[config.mk]
export PLATFORM = sky130hd
export DESIGN_NAME = serial_adder
export DESIGN_NICKNAME = d
export VERILOG_FILES = /design/src/rtl/serial_adder_pkg.sv /design/src/rtl/serial_adder_fa_bit.sv /design/src/rtl/serial_adder.sv
export SDC_FILE = /design/constraint.sdc
export NUM_CORES = 1
export LEC_CHECK = 0
export CORE_ASPECT_RATIO = 2
export CORE_MARGIN = 10
export CORE_UTILIZATION = 52
export DETAILED_ROUTE_END_ITERATION = 10
export GPL_TIMING_DRIVEN = 0
export PLACE_DENSITY = 0.83
export SLEW_MARGIN = 0
export SYNTH_ARGS = -nofsm -noshare
export SYNTH_HDL_FRONTEND = slang
export SYNTH_SLANG_ARGS = --single-unit
[constraint.sdc]
create_clock -name clk -period 3.05 [get_ports clk]
set_input_delay 0.4575 -clock clk [delete_from_list [all_inputs] [get_ports clk]]
set_output_delay 0.4575 -clock clk [all_outputs]
set_load 0.1 [all_outputs]
[src/rtl/serial_adder_pkg.sv]
`default_nettype none
// ============================================================================
//  Module      : serial_adder_pkg
//  Description : Shared types and helpers for the bit-serial adder.
//                - state_e     : FSM encoding (IDLE, SHIFT, DONE)
//                - cnt_width() : bit-counter width, $clog2(WIDTH) floored at 1
//  Revision    : 1.0 - initial release
// ============================================================================
package serial_adder_pkg;

  typedef enum logic [1:0] {
    ST_IDLE  = 2'd0,
    ST_SHIFT = 2'd1,
    ST_DONE  = 2'd2
  } state_e;

  // $clog2(1) is 0, which would give a zero-width counter.
  function automatic int cnt_width(input int w);
    return (w <= 2) ? 1 : $clog2(w);
  endfunction

endpackage
`default_nettype wire

[src/rtl/serial_adder_fa_bit.sv]
`default_nettype none
// ============================================================================
//  Module      : fa_bit
//  Description : Purely combinational one-bit full adder.
//  Ports       : a, b, cin -> addend bits and carry-in
//                sum, cout -> sum bit and carry-out
//  Revision    : 1.0 - initial release
// ============================================================================
module fa_bit (
  input  logic a,
  input  logic b,
  input  logic cin,
  output logic sum,
  output logic cout
);

  assign sum  = a ^ b ^ cin;
  assign cout = (a & b) | (cin & (a ^ b));

endmodule
`default_nettype wire

[src/rtl/serial_adder.sv]
`default_nettype none
// ============================================================================
//  Module      : serial_adder
//  Description : Bit-serial WIDTH-bit adder. One full-adder cell is reused
//                for WIDTH cycles, LSB first, with a registered carry.
//                Start/ready handshake in, one-cycle done pulse out.
//  Ports       : clk, rst_n          - clock, async active-low reset
//                start, a, b, cin    - request and operands (sampled on accept)
//                ready / busy / done - IDLE / SHIFT / DONE state decode
//                sum, cout           - result registers
//                ovf                 - signed overflow (SERIAL_ADDER_OVF_EN)
//  Config      : define SERIAL_ADDER_OVF_EN to add the ovf output.
//  Revision    : 1.0 - initial release
// ============================================================================
module serial_adder
  import serial_adder_pkg::*;
#(
  parameter int WIDTH = 8
) (
  input  logic             clk,
  input  logic             rst_n,
  input  logic             start,
  input  logic [WIDTH-1:0] a,
  input  logic [WIDTH-1:0] b,
  input  logic             cin,
  output logic             ready,
  output logic             busy,
  output logic             done,
  output logic [WIDTH-1:0] sum,
  output logic             cout
`ifdef SERIAL_ADDER_OVF_EN
  ,
  output logic             ovf
`endif
);

  localparam int                CNT_W    = cnt_width(WIDTH);
  localparam logic [CNT_W-1:0]  CNT_LAST = CNT_W'(WIDTH - 1);

  state_e             state_q, state_d;
  logic [WIDTH-1:0]   a_sr_q,  a_sr_d;
  logic [WIDTH-1:0]   b_sr_q,  b_sr_d;
  logic [WIDTH-1:0]   sum_q,   sum_d;
  logic [CNT_W-1:0]   cnt_q,   cnt_d;
  logic               carry_q, carry_d;
  logic               cout_q,  cout_d;
  logic               ovf_q,   ovf_d;

  logic               fa_sum;
  logic               fa_cout;
  logic [WIDTH:0]     sum_shift;

  fa_bit u_fa_bit (
    .a    (a_sr_q[0]),
    .b    (b_sr_q[0]),
    .cin  (carry_q),
    .sum  (fa_sum),
    .cout (fa_cout)
  );

  // New sum bit enters at the MSB; written this way so WIDTH=1 needs no
  // special case for the empty lower slice.
  assign sum_shift = {fa_sum, sum_q} >> 1;

  always_comb begin
    state_d = state_q;
    a_sr_d  = a_sr_q;
    b_sr_d  = b_sr_q;
    sum_d   = sum_q;
    cnt_d   = cnt_q;
    carry_d = carry_q;
    cout_d  = cout_q;
    ovf_d   = ovf_q;
    case (state_q)
      ST_IDLE: begin
        if (start) begin
          a_sr_d  = a;
          b_sr_d  = b;
          carry_d = cin;
          cnt_d   = '0;
          state_d = ST_SHIFT;
        end
      end
      ST_SHIFT: begin
        sum_d   = sum_shift[WIDTH-1:0];
        carry_d = fa_cout;
        a_sr_d  = a_sr_q >> 1;
        b_sr_d  = b_sr_q >> 1;
        cnt_d   = cnt_q + 1'b1;
        if (cnt_q == CNT_LAST) begin
          cout_d  = fa_cout;
          // carry_q is the carry into the MSB during the last bit.
          ovf_d   = carry_q ^ fa_cout;
          state_d = ST_DONE;
        end
      end
      ST_DONE: begin
        state_d = ST_IDLE;
      end
      default: begin
        state_d = ST_IDLE;
      end
    endcase
  end

  always_ff @(posedge clk or negedge rst_n) begin
    if (!rst_n) begin
      state_q <= ST_IDLE;
      a_sr_q  <= '0;
      b_sr_q  <= '0;
      sum_q   <= '0;
      cnt_q   <= '0;
      carry_q <= 1'b0;
      cout_q  <= 1'b0;
      ovf_q   <= 1'b0;
    end else begin
      state_q <= state_d;
      a_sr_q  <= a_sr_d;
      b_sr_q  <= b_sr_d;
      sum_q   <= sum_d;
      cnt_q   <= cnt_d;
      carry_q <= carry_d;
      cout_q  <= cout_d;
      ovf_q   <= ovf_d;
    end
  end

  assign ready = (state_q == ST_IDLE);
  assign busy  = (state_q == ST_SHIFT);
  assign done  = (state_q == ST_DONE);
  assign sum   = sum_q;
  assign cout  = cout_q;

`ifdef SERIAL_ADDER_OVF_EN
  assign ovf   = ovf_q;
`else
  // Register exists only to keep the datapath uniform; it is not observable.
  logic unused_ovf;
  assign unused_ovf = ovf_q;
`endif

endmodule
`default_nettype wire

==> summary.md, run 1 <==
| Metric | Value |
|---|---|
| Starting density of the core | 54.29% |
| Cell chain of the critical path | buf_4 -> nand2b_4 -> buf_8 -> inv_4 -> buf_2 -> clkdlybuf4s50_1 |
| Clock share of power | 13.4% |
| Met2 track utilization from global routing | between 20% and 30% |
| Number of pins exceeding their max-slew limit in the final report | 0 |
| Number of antenna violations at the first check in global routing | 0 |
| Transition time at the pin with the least slew margin | 0.9797 ns |
| CTS tree | yes |
| Total core area | ~2500 um^2 |
| Maximum number of pins on one net before global-route repair | 32 |
| Met3 track demand over resource | ~4.4% |
| CTS clock-pin slew for the worst setup and hold paths | roughly 0.060 ns |
| GRT Resource Usage Total | between 10% and 20% |
| Number of placement rows | 26 |
| Via count | 1,136 |
| Relative contribution of sequential cells to total power | 31.6% |
| Die Width | 56.40 um |
| Final HPWL DP | about 2.5 mm |
| Fraction of layout instances using a drive strength above 1 | 12.35% |
| Most Used Layer, Global Route | met2 |
| Sequential element share of the synthesized area | 56.31% |
| Setup fix buffers added after clock tree synthesis | 0 |
| Clock insertion delay at the later pin of the skew report | between 0.2 and 0.3 ns |
| Final min period | a little under 3 ns |
| Count of max-cap constraint violations | 0 |
| WL per Instance | approximately 17 um |
| Synth area leaders | sky130_fd_sc_hd__dfrtp_1 56%, sky130_fd_sc_hd__o22ai_1 10%, sky130_fd_sc_hd__nand2_1 7.1% |
| Fraction of power consumed by combinational cells | 55.0% |
| Setup violations, final | 0 |
| Total Die Area | about 5200 um^2 |
| Slowest stage delay, CP | 1.17 ns |
| Gates resized, CTS repair | 0 |
| Post-detailed-route count of antenna-violating nets | 0 |
| Clock tree sinks | 31 |
| Vias in the first global route | 1,213 |
| Count of hold-fix buffers inserted at cts | 0 |
| Post-synthesis instance area | between 1000 and 1500 um^2 |
| Number of synthesized register bits | 31 |
| Post-synthesis net count | 154 |
| Critical path type | reg -> out |
| RSZ-0062 raised after global routing | false |
| DRC marker count from the first detailed-route iteration | 31 |
| Area growth, synth to finish | 30.61% |
| Maximum resistive drop on vdd | roughly 0.71 mV |
| CP max FO | 10 |
| Top-area cell type share of the netlist area | 56.31% |
| Fmax | around 0.34 GHz |
| Final std cells w/o fill | ~200 |
| Detailed-routing iteration count for the pre-antenna-repair pass | 4 |
| Final hold violation count | 0 |
| Worst Hold Class | in -> async |
| Global-route congestion overflow total | 0 |
| Wire length of the first global-routing pass | around 5.6 mm |
| Count of input and output buffers | 31 |
| H-Tree Depth | 2 |
| Met1 Resource Use GR | a little under an eighth |
| GPL Wtd Cong | 0.7560 |
| Fin Setup TNS | 0 ns |
| Number of placed I/O pins | 32 |
| Maximum clock path buffer count | 2 |
| Number of buffers created by CTS | 5 |
| Die height | 92.79 um |
| Total detailed-routing wirelength | 3.438 mm |
| Yosys warns | 0 |
| Antenna diode count | 0 |
| Max Clock Skew | 0.003008 ns |
| Category of the worst setup path launch point | flip-flop |
| Capturing element type of the critical path | primary output |
| Mean number of vias per cell | around 5.7 |
| Count of mapped cells out of synthesis | between 100 and 150 |
| Cell type with the highest aggregate area in the netlist | sky130_fd_sc_hd__dfrtp_1 |
| Final-stage net count | between 150 and 200 |
| Result of the run | finished, final reports clean |
| Net switching power of the design | 1.144 mW |
| Total placed cells including tap cells | 190 |
| Crit-path slowest cell | sky130_fd_sc_hd__clkdlybuf4s50_1 |
| Crit path required time | 2.59 ns |
| Worst hold slack after final layout | 0.2096 ns |
| Clock root cell | sky130_fd_sc_hd__clkbuf_8 |
| Switching share of power | a little under 50% |
| Average footprint of a synthesized cell | 10.52 um^2 |
| Synth unique cells | 26 |
| Signal arrival time at the worst endpoint | 2.50 ns |
| Post-detailed-route DRC marker count | 0 |
| Cell internal power dissipation | 1.175 mW |
| Slew margin rel. | approximately 34% |
| Final period util | 97.09% |
| Leakage component of the power | between 0.8 and 0.9 nW |
| Power per cell area | 1289 nW/um^2 |
-- cell usage after synthesis (all sizes together) --
| cell type | count |
|---|---|
| ha | 2 |
| a21oi | 9 |
| inv | 4 |
| nor2b | 1 |
| a22o | 2 |
| a2bb2oi | 5 |
| nand3b | 1 |
| fa | 1 |
| o21bai | 1 |
| nand2 | 26 |
| dfrtp | 31 |
| a22oi | 1 |
| and2 | 1 |
| o221a | 1 |
| mux2 | 1 |
| buf | 9 |
| clkbuf | 1 |
| o21ai | 3 |
| o22ai | 22 |
| nor2 | 4 |
| a32o | 1 |
| nand2b | 4 |
-- routing by layer --
metal  wire length, um  vias up  part of all wire (%)
met3               199        6                   5.8
met1              1319      549                    38
met5                 0        -                     0
met2              1845       43                    54
met4                74        0                   2.2
li1                  -      538                     -
-- registers in the layout, summed over array words and instances (netlist names) --
| register | cells |
|---|---|
| b_sr_q | 8 |
| a_sr_q | 8 |
| cnt_q | 3 |
| carry_q | 1 |
| state_q | 2 |
| sum | 8 |
| cout | 1 |
-- metrics by stage --
stage | setup slack (ns) | cell area (um^2) | power [mW] | utilization (%)
3_3_place_gp | 0.4018 | 1723 | 1.972 | 67.90
4_1_cts | 0.07302 | 1804 | 2.334 | 71.10
6_report | 0.08863 | 1799 | 2.319 | 70.91
2_1_floorplan | 0.6525 | 1378 | 1.693 | -
5_1_grt | 0.01480 | 1799 | 2.448 | 70.91
3_5_place_dp | 0.3898 | 1723 | 2.018 | 67.90
-- final cells by class --
class / instances / area [um^2]
Clock inverter: 1 / 5.005
Multi-Input combinational cell: 86 / 523.0
Inverter: 4 / 17.52
Fill cell: 225 / 738.2
Buffer: 10 / 61.31
Tap cell: 28 / 35.03
Timing Repair Buffer: 31 / 305.3
Clock buffer: 7 / 76.32
Sequential cell: 31 / 775.7
-- worst paths after layout --
path / from / end / slack [ns] / cells after the start
max: state_q[1]$_DFFE_PN0P_ / busy / 0.09 / 6
min: rst_n / cnt_q[2]$_DFFE_PN0P_ / 0.21 / 1
max reg2reg: state_q[1]$_DFFE_PN0P_ / cout$_DFFE_PN0P_ / 1.66 / 6
min reg2reg: sum[0]$_DFFE_PN0P_ / sum[0]$_DFFE_PN0P_ / 0.49 / 2
max in group asynchronous: rst_n / b_sr_q[5]$_DFFE_PN0P_ / 2.39 / 1
min in group clk: sum[0]$_DFFE_PN0P_ / sum[0]$_DFFE_PN0P_ / 0.49 / 2
-- cell usage in the layout, fill, tap and decap left out, drive strengths merged --
cell type,synthesis,routed
a21oi,9,9
a22o,2,2
a22oi,1,1
a2bb2oi,5,5
a32o,1,1
and2,1,1
buf,9,10
clkbuf,1,8
clkdlybuf4s50,0,30
clkinv,0,1
dfrtp,31,31
fa,1,1
ha,2,2
inv,4,4
mux2,1,1
nand2,26,26
nand2b,4,4
nand3b,1,1
nor2,4,4
nor2b,1,1
o21ai,3,3
o21bai,1,1
o221a,1,1
o22ai,22,22
-- power by group through the flow --
stage	combinational (mW)	sequential (mW)	clock [mW]
floorplan	0.600	1.09	0
global placement	1.25	0.723	0
detailed placement	1.28	0.737	0
CTS	1.29	0.732	0.313
global route	1.36	0.754	0.333
finish	1.28	0.733	0.311
-- worst max-delay path, delay by kind of cell (launching register included) --
kind | cells | cell delay [ns]
DFF | 1 | 0.36
and+or+nand+nor | 1 | 0.14
buffers and inverters | 5 | 1.71
-- logic make-up after synthesis --
family | count (synthesis) | synth area share [%]
flip-flops | 31 | 56.31
AO/OA/AOI/OAI | 45 | 21.43
adder cells (fa/ha/maj) | 3 | 3.270
multiplexers | 1 | 1.090
buffers and inverters | 14 | 5.722
AND/OR/NAND/NOR | 37 | 12.17
(Power assumes the default switching activity.)
==> inputs of run 2 (changes only) <==
- CELL_PAD_IN_SITES_DETAIL_PLACEMENT: not set -> 0
- CELL_PAD_IN_SITES_GLOBAL_PLACEMENT: not set -> 1
- CORE_UTILIZATION: 52 -> 40
- PLACE_DENSITY: 0.83 -> 0.82
- SLEW_MARGIN: 0 -> 15
==> summary.md, run 2 (same netlist as run 1, synthesis figures left out) <==
| Metric | Value |
|---|---|
| Result of the run | finished, final reports clean (unchanged) |
| Category of the worst setup path launch point | flip-flop (unchanged) |
| Count of max-cap constraint violations | 0 (unchanged) |
| Area growth, synth to finish | 33.79% (was 30.61%) |
| H-Tree Depth | 2 (unchanged) |
| Leading cell type in the layout, fill and taps excluded | sky130_fd_sc_hd__dfrtp_1 (unchanged) |
| Global-route congestion overflow total | 0 (unchanged) |
| RSZ-0062 raised after global routing | false (unchanged) |
| Final period util | 91.50% (was 97.09%) |
| Post-detailed-route count of antenna-violating nets | 0 (unchanged) |
| Top library cells by usage in the layout, fill and taps aside | 31 x sky130_fd_sc_hd__dfrtp_1, 29 x sky130_fd_sc_hd__clkdlybuf4s50_1, 26 x sky130_fd_sc_hd__nand2_1 (was 31 x sky130_fd_sc_hd__dfrtp_1, 30 x sky130_fd_sc_hd__clkdlybuf4s50_1, 26 x sky130_fd_sc_hd__nand2_1) |
| Antenna diode count | 0 (unchanged) |
| Combined area of the multi-input logic cells | 523.0 um^2 (unchanged) |
| Number of placed I/O pins | 32 (unchanged) |
| Clock root cell | sky130_fd_sc_hd__clkbuf_8 (unchanged) |
| Maximum number of pins on one net before global-route repair | 32 (unchanged) |
| Signal arrival time at the worst endpoint | 2.33 ns (was 2.50 ns) |
| WL per Instance | 16.63 um (was 17.36 um) |
| CTS clock-pin slew for the worst setup and hold paths | 0.07 ns (was 0.06 ns) |
| GRT Resource Usage Total | 11.14% (was 13.10%) |
| Leakage component of the power | 0.8252 nW (was 0.8004 nW) |
| Final min period | 2.791 ns (was 2.961 ns) |
| Final hold violation count | 0 (unchanged) |
| Clock tree sinks | 31 (unchanged) |
| Post-detailed-route DRC marker count | 0 (unchanged) |
| Post-detailed-placement cell area | 1723 um^2 (unchanged) |
| Maximum resistive drop on vdd | 0.7112 mV (was 0.7084 mV) |
| Clock insertion delay at the later pin of the skew report | 0.28 ns (was 0.29 ns) |
| Total Die Area | 6333 um^2 (was 5233 um^2) |
| GPL Wtd Cong | 0.7269 (was 0.7560) |
| Total detailed-routing wirelength | 3.359 mm (was 3.438 mm) |
| Vias in the first global route | 1,231 (was 1,213) |
| Setup violations, final | 0 (unchanged) |
| Total core area | 3341 um^2 (was 2537 um^2) |
| Detailed-routing iteration count for the pre-antenna-repair pass | 4 (unchanged) |
| FF/Latch Area | 775.7 um^2 (unchanged) |
| Final HPWL DP | 2.585 mm (was 2.481 mm) |
| Crit path required time | 2.59 ns (about the same) |
| Max Clock Skew | 0.009176 ns (was 0.003008 ns) |
| Power per cell area | 1308 nW/um^2 (was 1289 nW/um^2) |
| CP max FO | 10 (unchanged) |
| Final-stage net count | 192 (unchanged) |
| Mean number of vias per cell | 5.713 (was 5.737) |
| Fraction of layout instances using a drive strength above 1 | 13.53% (was 12.35%) |
| Slew margin rel. | 34.89% (was 34.49%) |
| Die height | 103.0 um (was 92.79 um) |
| Number of pins exceeding their max-slew limit in the final report | 0 (unchanged) |
| CTS tree | yes (unchanged) |
| Summed area of non-filler cells in the final layout | 1843 um^2 (was 1799 um^2) |
| Wire length of the first global-routing pass | 5.423 mm (was 5.575 mm) |
| Fin Setup TNS | 0 ns (unchanged) |
| Number of antenna violations at the first check in global routing | 0 (unchanged) |
| Number of buffers created by CTS | 5 (unchanged) |
| Fillcell total | 318 (was 225) |
| Count of input and output buffers | 31 (unchanged) |
| Die Width | 61.50 um (was 56.40 um) |
| Fmax | 0.3583 GHz (was 0.3377 GHz) |
| Critical path type | reg -> out (unchanged) |
| Count of hold-fix buffers inserted at cts | 0 (unchanged) |
| Maximum clock path buffer count | 2 (unchanged) |
| Worst Hold Class | in -> async (unchanged) |
| Capturing element type of the critical path | primary output (unchanged) |
| DRC marker count from the first detailed-route iteration | 18 (was 31) |
| Starting density of the core | 41.24% (was 54.29%) |
| Via count | 1,154 (was 1,136) |
| Number of placement rows | 30 (was 26) |
| Transition time at the pin with the least slew margin | 0.9736 ns (was 0.9797 ns) |
[run 2: cell types whose count changed in the layout (fill, tap and decap cells not counted), sizes merged]
| cell | change |
|---|---|
| dlymetal6s2s | +1 |
| clkbuf | -1 |
| clkdlybuf4s50 | -1 |
| bufinv | +1 |
[run 2: layout make-up]
| class | instances | area share (%) |
|---|---|---|
| Buffer | 10 | 3.327 |
| Clock inverter | 2 | 1.901 |
| Multi-Input combinational cell | 86 | 28.38 |
| Sequential cell | 31 | 42.09 |
| Inverter | 4 | 0.9504 |
| Tap cell | 32 | 2.172 |
| Timing Repair Buffer | 31 | 16.70 |
| Clock buffer | 6 | 4.481 |
[run 2: path summary, 6_finish.rpt]
path                       slack [ns]  cells past startpoint                   start               endpoint
max                              0.26                      5  state_q[1]$_DFFE_PN0P_                   done
min                              0.21                      1                   rst_n     sum[5]$_DFFE_PN0P_
max reg2reg                      1.67                      6  state_q[1]$_DFFE_PN0P_       cout$_DFFE_PN0P_
min reg2reg                      0.49                      2      sum[0]$_DFFE_PN0P_     sum[0]$_DFFE_PN0P_
max in group asynchronous        2.39                      1                   rst_n  b_sr_q[7]$_DFFE_PN0P_
min in group clk                 0.49                      2      sum[0]$_DFFE_PN0P_     sum[0]$_DFFE_PN0P_
[run 2: power by group]
group	total [mW]	switching [mW]	internal, mW
clock	0.415	0.151	0.264
combinational	1.26	0.854	0.410
sequential	0.731	0.130	0.601
total	2.41	1.14	1.27
[run 2: metrics by stage]
stage | instances | total power, mW | hold WS [ns] | worst slack (ns) | utilization [%]
after floorplan | 131 | 1.693 | 0.1619 | 0.6525 | -
after global placement | 194 | 1.981 | 0.4643 | 0.3768 | 51.72
after detailed placement | 194 | 2.019 | 0.4889 | 0.3610 | 51.57
after CTS | 202 | 2.439 | 0.2289 | 0.05488 | 55.09
after global routing | 202 | 2.557 | 0.2487 | 0.1713 | 55.17
final | 202 | 2.410 | 0.2052 | 0.2594 | 55.17
[run 2: critical path, stage by stage, from the launching register on]
cell and delay [ns]:
sky130_fd_sc_hd__dfrtp_1 0.32, sky130_fd_sc_hd__buf_4 0.15, sky130_fd_sc_hd__inv_1 0.11, sky130_fd_sc_hd__buf_2 0.21, sky130_fd_sc_hd__nor2_1 0.12, sky130_fd_sc_hd__clkdlybuf4s50_1 1.14
[run 2: per-layer routing]
metal	vias up	track usage [%]	routed length [um]
met5	-	0	0
met4	0	4.671	59
met3	7	4.562	250
met2	40	19.06	1743
met1	556	11.34	1305
li1	551	-	-
[run 2: what timing repair did]
action / 4_1_cts / 5_1_grt
resized for setup: 0 / 1
buffers inserted: 0 / 0
endpoints found under the setup margin: 0 / 1
==> inputs of run 3 (changes only) <==
- PLACE_DENSITY: 0.82 -> not set
- PLACE_DENSITY_LB_ADDON: not set -> 0.1
==> summary.md, run 3 (same netlist as run 1, synthesis figures left out) <==
| Metric | Value |
|---|---|
| Endpoint of the worst-slack reg-to-reg timing path | cout$_DFFE_PN0P_ (unchanged) |
| Wire length of the first global-routing pass | 5.457 mm (was 5.423 mm) |
| Max Clock Skew | 0.002884 ns (was 0.009176 ns) |
| Category of the worst setup path launch point | flip-flop (unchanged) |
| Crit path required time | 2.59 ns (about the same) |
| Power per cell area | 1288 nW/um^2 (was 1308 nW/um^2) |
| Starting density of the core | 41.24% (unchanged) |
| Final hold violation count | 0 (unchanged) |
| Number of pins exceeding their max-slew limit in the final report | 0 (unchanged) |
| Worst reg2reg path startpoint | state_q[1]$_DFFE_PN0P_ (unchanged) |
| Number of placement rows | 30 (unchanged) |
| Final min period | 2.963 ns (was 2.791 ns) |
| Slew margin rel. | 34.52% (was 34.89%) |
| Setup violations, final | 0 (unchanged) |
| Fraction of power consumed by combinational cells | 53.9% (was 52.4%) |
| Smallest setup slack after layout | 0.08729 ns (was 0.2594 ns) |
| Critical path origin | state_q[1]$_DFFE_PN0P_ (unchanged) |
| Final-stage net count | 192 (unchanged) |
| Relative contribution of sequential cells to total power | 31.0% (was 30.3%) |
| WL per Instance | 16.47 um (was 16.63 um) |
| CTS tree | yes (unchanged) |
| Maximum clock path buffer count | 2 (unchanged) |
| Die height | 103.0 um (unchanged) |
| Post-detailed-route count of antenna-violating nets | 0 (unchanged) |
| Fin Setup TNS | 0 ns (unchanged) |
| Count of input and output buffers | 31 (unchanged) |
| Die Width | 61.50 um (unchanged) |
| Summed area of non-filler cells in the final layout | 1823 um^2 (was 1843 um^2) |
| Detailed-routing iteration count for the pre-antenna-repair pass | 4 (unchanged) |
| Met1 Resource Use GR | 11.41% (was 11.34%) |
| Top library cells by usage in the layout, fill and taps aside | 31 x sky130_fd_sc_hd__dfrtp_1, 30 x sky130_fd_sc_hd__clkdlybuf4s50_1, 26 x sky130_fd_sc_hd__nand2_1 (was 31 x sky130_fd_sc_hd__dfrtp_1, 29 x sky130_fd_sc_hd__clkdlybuf4s50_1, 26 x sky130_fd_sc_hd__nand2_1) |
| Maximum resistive drop on vdd | 0.6272 mV (was 0.7112 mV) |
| Setup fix buffers added after clock tree synthesis | 0 (unchanged) |
| Number of placed I/O pins | 32 (unchanged) |
| Transition time at the pin with the least slew margin | 0.9791 ns (was 0.9736 ns) |
| Antenna diode count | 0 (unchanged) |
| Clock tree sinks | 31 (unchanged) |
| Maximum number of pins on one net before global-route repair | 32 (unchanged) |
| Result of the run | finished, final reports clean (unchanged) |
| RSZ-0062 raised after global routing | false (unchanged) |
| Cell internal power dissipation | 1.219 mW (was 1.275 mW) |
| Fmax | 0.3375 GHz (was 0.3583 GHz) |
| CP max FO | 10 (unchanged) |
| Capturing element type of the critical path | primary output (unchanged) |
| Mean number of vias per cell | 5.579 (was 5.713) |
| Number of buffers created by CTS | 5 (unchanged) |
| Met3 track demand over resource | 4.069% (was 4.562%) |
| Clock share of power | 15.1% (was 17.2%) |
| Number of cells traversed by the worst register-to-register path | 6 (unchanged) |
| Switching share of power | 48.11% (was 47.10%) |
| Total Die Area | 6333 um^2 (unchanged) |
| Worst setup timing slack at the placement stage | 0.3810 ns (was 0.3610 ns) |
| Met2 track utilization from global routing | 19.62% (was 19.06%) |
| Critical path type | reg -> out (unchanged) |
| Count of hold-fix buffers inserted at cts | 0 (unchanged) |
| Via count | 1,127 (was 1,154) |
| Leading cell type in the layout, fill and taps excluded | sky130_fd_sc_hd__dfrtp_1 (unchanged) |
| GPL Wtd Cong | 0.7511 (was 0.7269) |
| H-Tree Depth | 2 (unchanged) |
| Total core area | 3341 um^2 (unchanged) |
| Gates resized, CTS repair | 0 (unchanged) |
| CTS clock-pin slew for the worst setup and hold paths | 0.06 ns (was 0.07 ns) |
| Fillcell total | 324 (was 318) |
| DRC marker count from the first detailed-route iteration | 18 (unchanged) |
| Post-detailed-placement cell area | 1723 um^2 (unchanged) |
| GRT Resource Usage Total | 11.65% (was 11.14%) |
| Fraction of layout instances using a drive strength above 1 | 12.94% (was 13.53%) |
| Post-detailed-route DRC marker count | 0 (unchanged) |
| Global-route congestion overflow total | 0 (unchanged) |
| Final HPWL DP | 2.450 mm (was 2.585 mm) |
| Worst Hold Class | in -> async (unchanged) |
| Capture point of the worst path | busy (was done) |
| Number of antenna violations at the first check in global routing | 0 (unchanged) |
| Total detailed-routing wirelength | 3.327 mm (was 3.359 mm) |
| Final period util | 97.14% (was 91.50%) |
| Count of max-cap constraint violations | 0 (unchanged) |
| Net switching power of the design | 1.130 mW (was 1.135 mW) |
| Area growth, synth to finish | 32.33% (was 33.79%) |
| FF-to-FF setup slack | 1.65 ns (was 1.67 ns) |
| Clock insertion delay at the later pin of the skew report | 0.28 ns (about the same) |
| Leakage component of the power | 0.8097 nW (was 0.8252 nW) |
| Clock root cell | sky130_fd_sc_hd__clkbuf_8 (unchanged) |
| Vias in the first global route | 1,191 (was 1,231) |
| Most Used Layer, Global Route | met2 (unchanged) |
| Signal arrival time at the worst endpoint | 2.51 ns (was 2.33 ns) |
[run 3: cell count changes in the layout (fill, tap and decap cells not counted), sizes merged]
cell / change
bufinv: -1
clkinv: -1
dlymetal6s2s: -1
clkdlybuf4s50: +1
clkbuf: +2
[run 3: layout make-up]
cell class,count,area [um^2],area share [%]
Buffer,10,61.31,3.363
Clock buffer,8,100.1,5.491
Inverter,4,17.52,0.9609
Multi-Input combinational cell,86,523.0,28.69
Sequential cell,31,775.7,42.55
Tap cell,32,40.04,2.196
Timing Repair Buffer,31,305.3,16.75
[run 3: worst min path at each step]
stage,from,end,slack [ns],cells past startpoint
2_1_floorplan,rst_n,a_sr_q[0]$_DFFE_PN0P_,0.16,0
3_3_place_gp,sum[0]$_DFFE_PN0P_,sum[0]$_DFFE_PN0P_,0.46,2
3_5_place_dp,sum[0]$_DFFE_PN0P_,sum[0]$_DFFE_PN0P_,0.47,2
4_1_cts,rst_n,cnt_q[0]$_DFFE_PN0P_,0.23,1
5_1_grt,rst_n,a_sr_q[7]$_DFFE_PN0P_,0.26,1
6_report,rst_n,sum[0]$_DFFE_PN0P_,0.22,1
[run 3: per-layer routing]
metal / routed length (um) / share of wire [%]
met1: 1281 / 39
met2: 1738 / 52
met3: 214 / 6.4
met4: 93 / 2.8
met5: 0 / 0
[run 3: power groups by stage]
| stage | sequential, mW | combinational (mW) | clock, mW |
|---|---|---|---|
| 2_1_floorplan | 1.09 | 0.600 | 0 |
| 6_report | 0.728 | 1.27 | 0.355 |
| 3_5_place_dp | 0.732 | 1.28 | 0 |
| 3_3_place_gp | 0.724 | 1.26 | 0 |
| 5_1_grt | 0.756 | 1.35 | 0.383 |
| 4_1_cts | 0.729 | 1.28 | 0.366 |
[run 3: worst max-delay path, stage by stage (launching register included)]
cell,delay (ns)
sky130_fd_sc_hd__dfrtp_1,0.36
sky130_fd_sc_hd__buf_4,0.16
sky130_fd_sc_hd__nand2b_4,0.14
sky130_fd_sc_hd__buf_8,0.14
sky130_fd_sc_hd__inv_4,0.05
sky130_fd_sc_hd__buf_2,0.20
sky130_fd_sc_hd__clkdlybuf4s50_1,1.17
[run 3: metrics by stage]
stage / utilization [%] / cells / power [mW] / hold WS, ns
2_1_floorplan: - / 131 / 1.693 / 0.1619
3_3_place_gp: 51.72 / 194 / 1.984 / 0.4614
3_5_place_dp: 51.57 / 194 / 2.010 / 0.4720
4_1_cts: 54.57 / 202 / 2.374 / 0.2349
5_1_grt: 54.57 / 202 / 2.486 / 0.2597
6_report: 54.57 / 202 / 2.348 / 0.2195
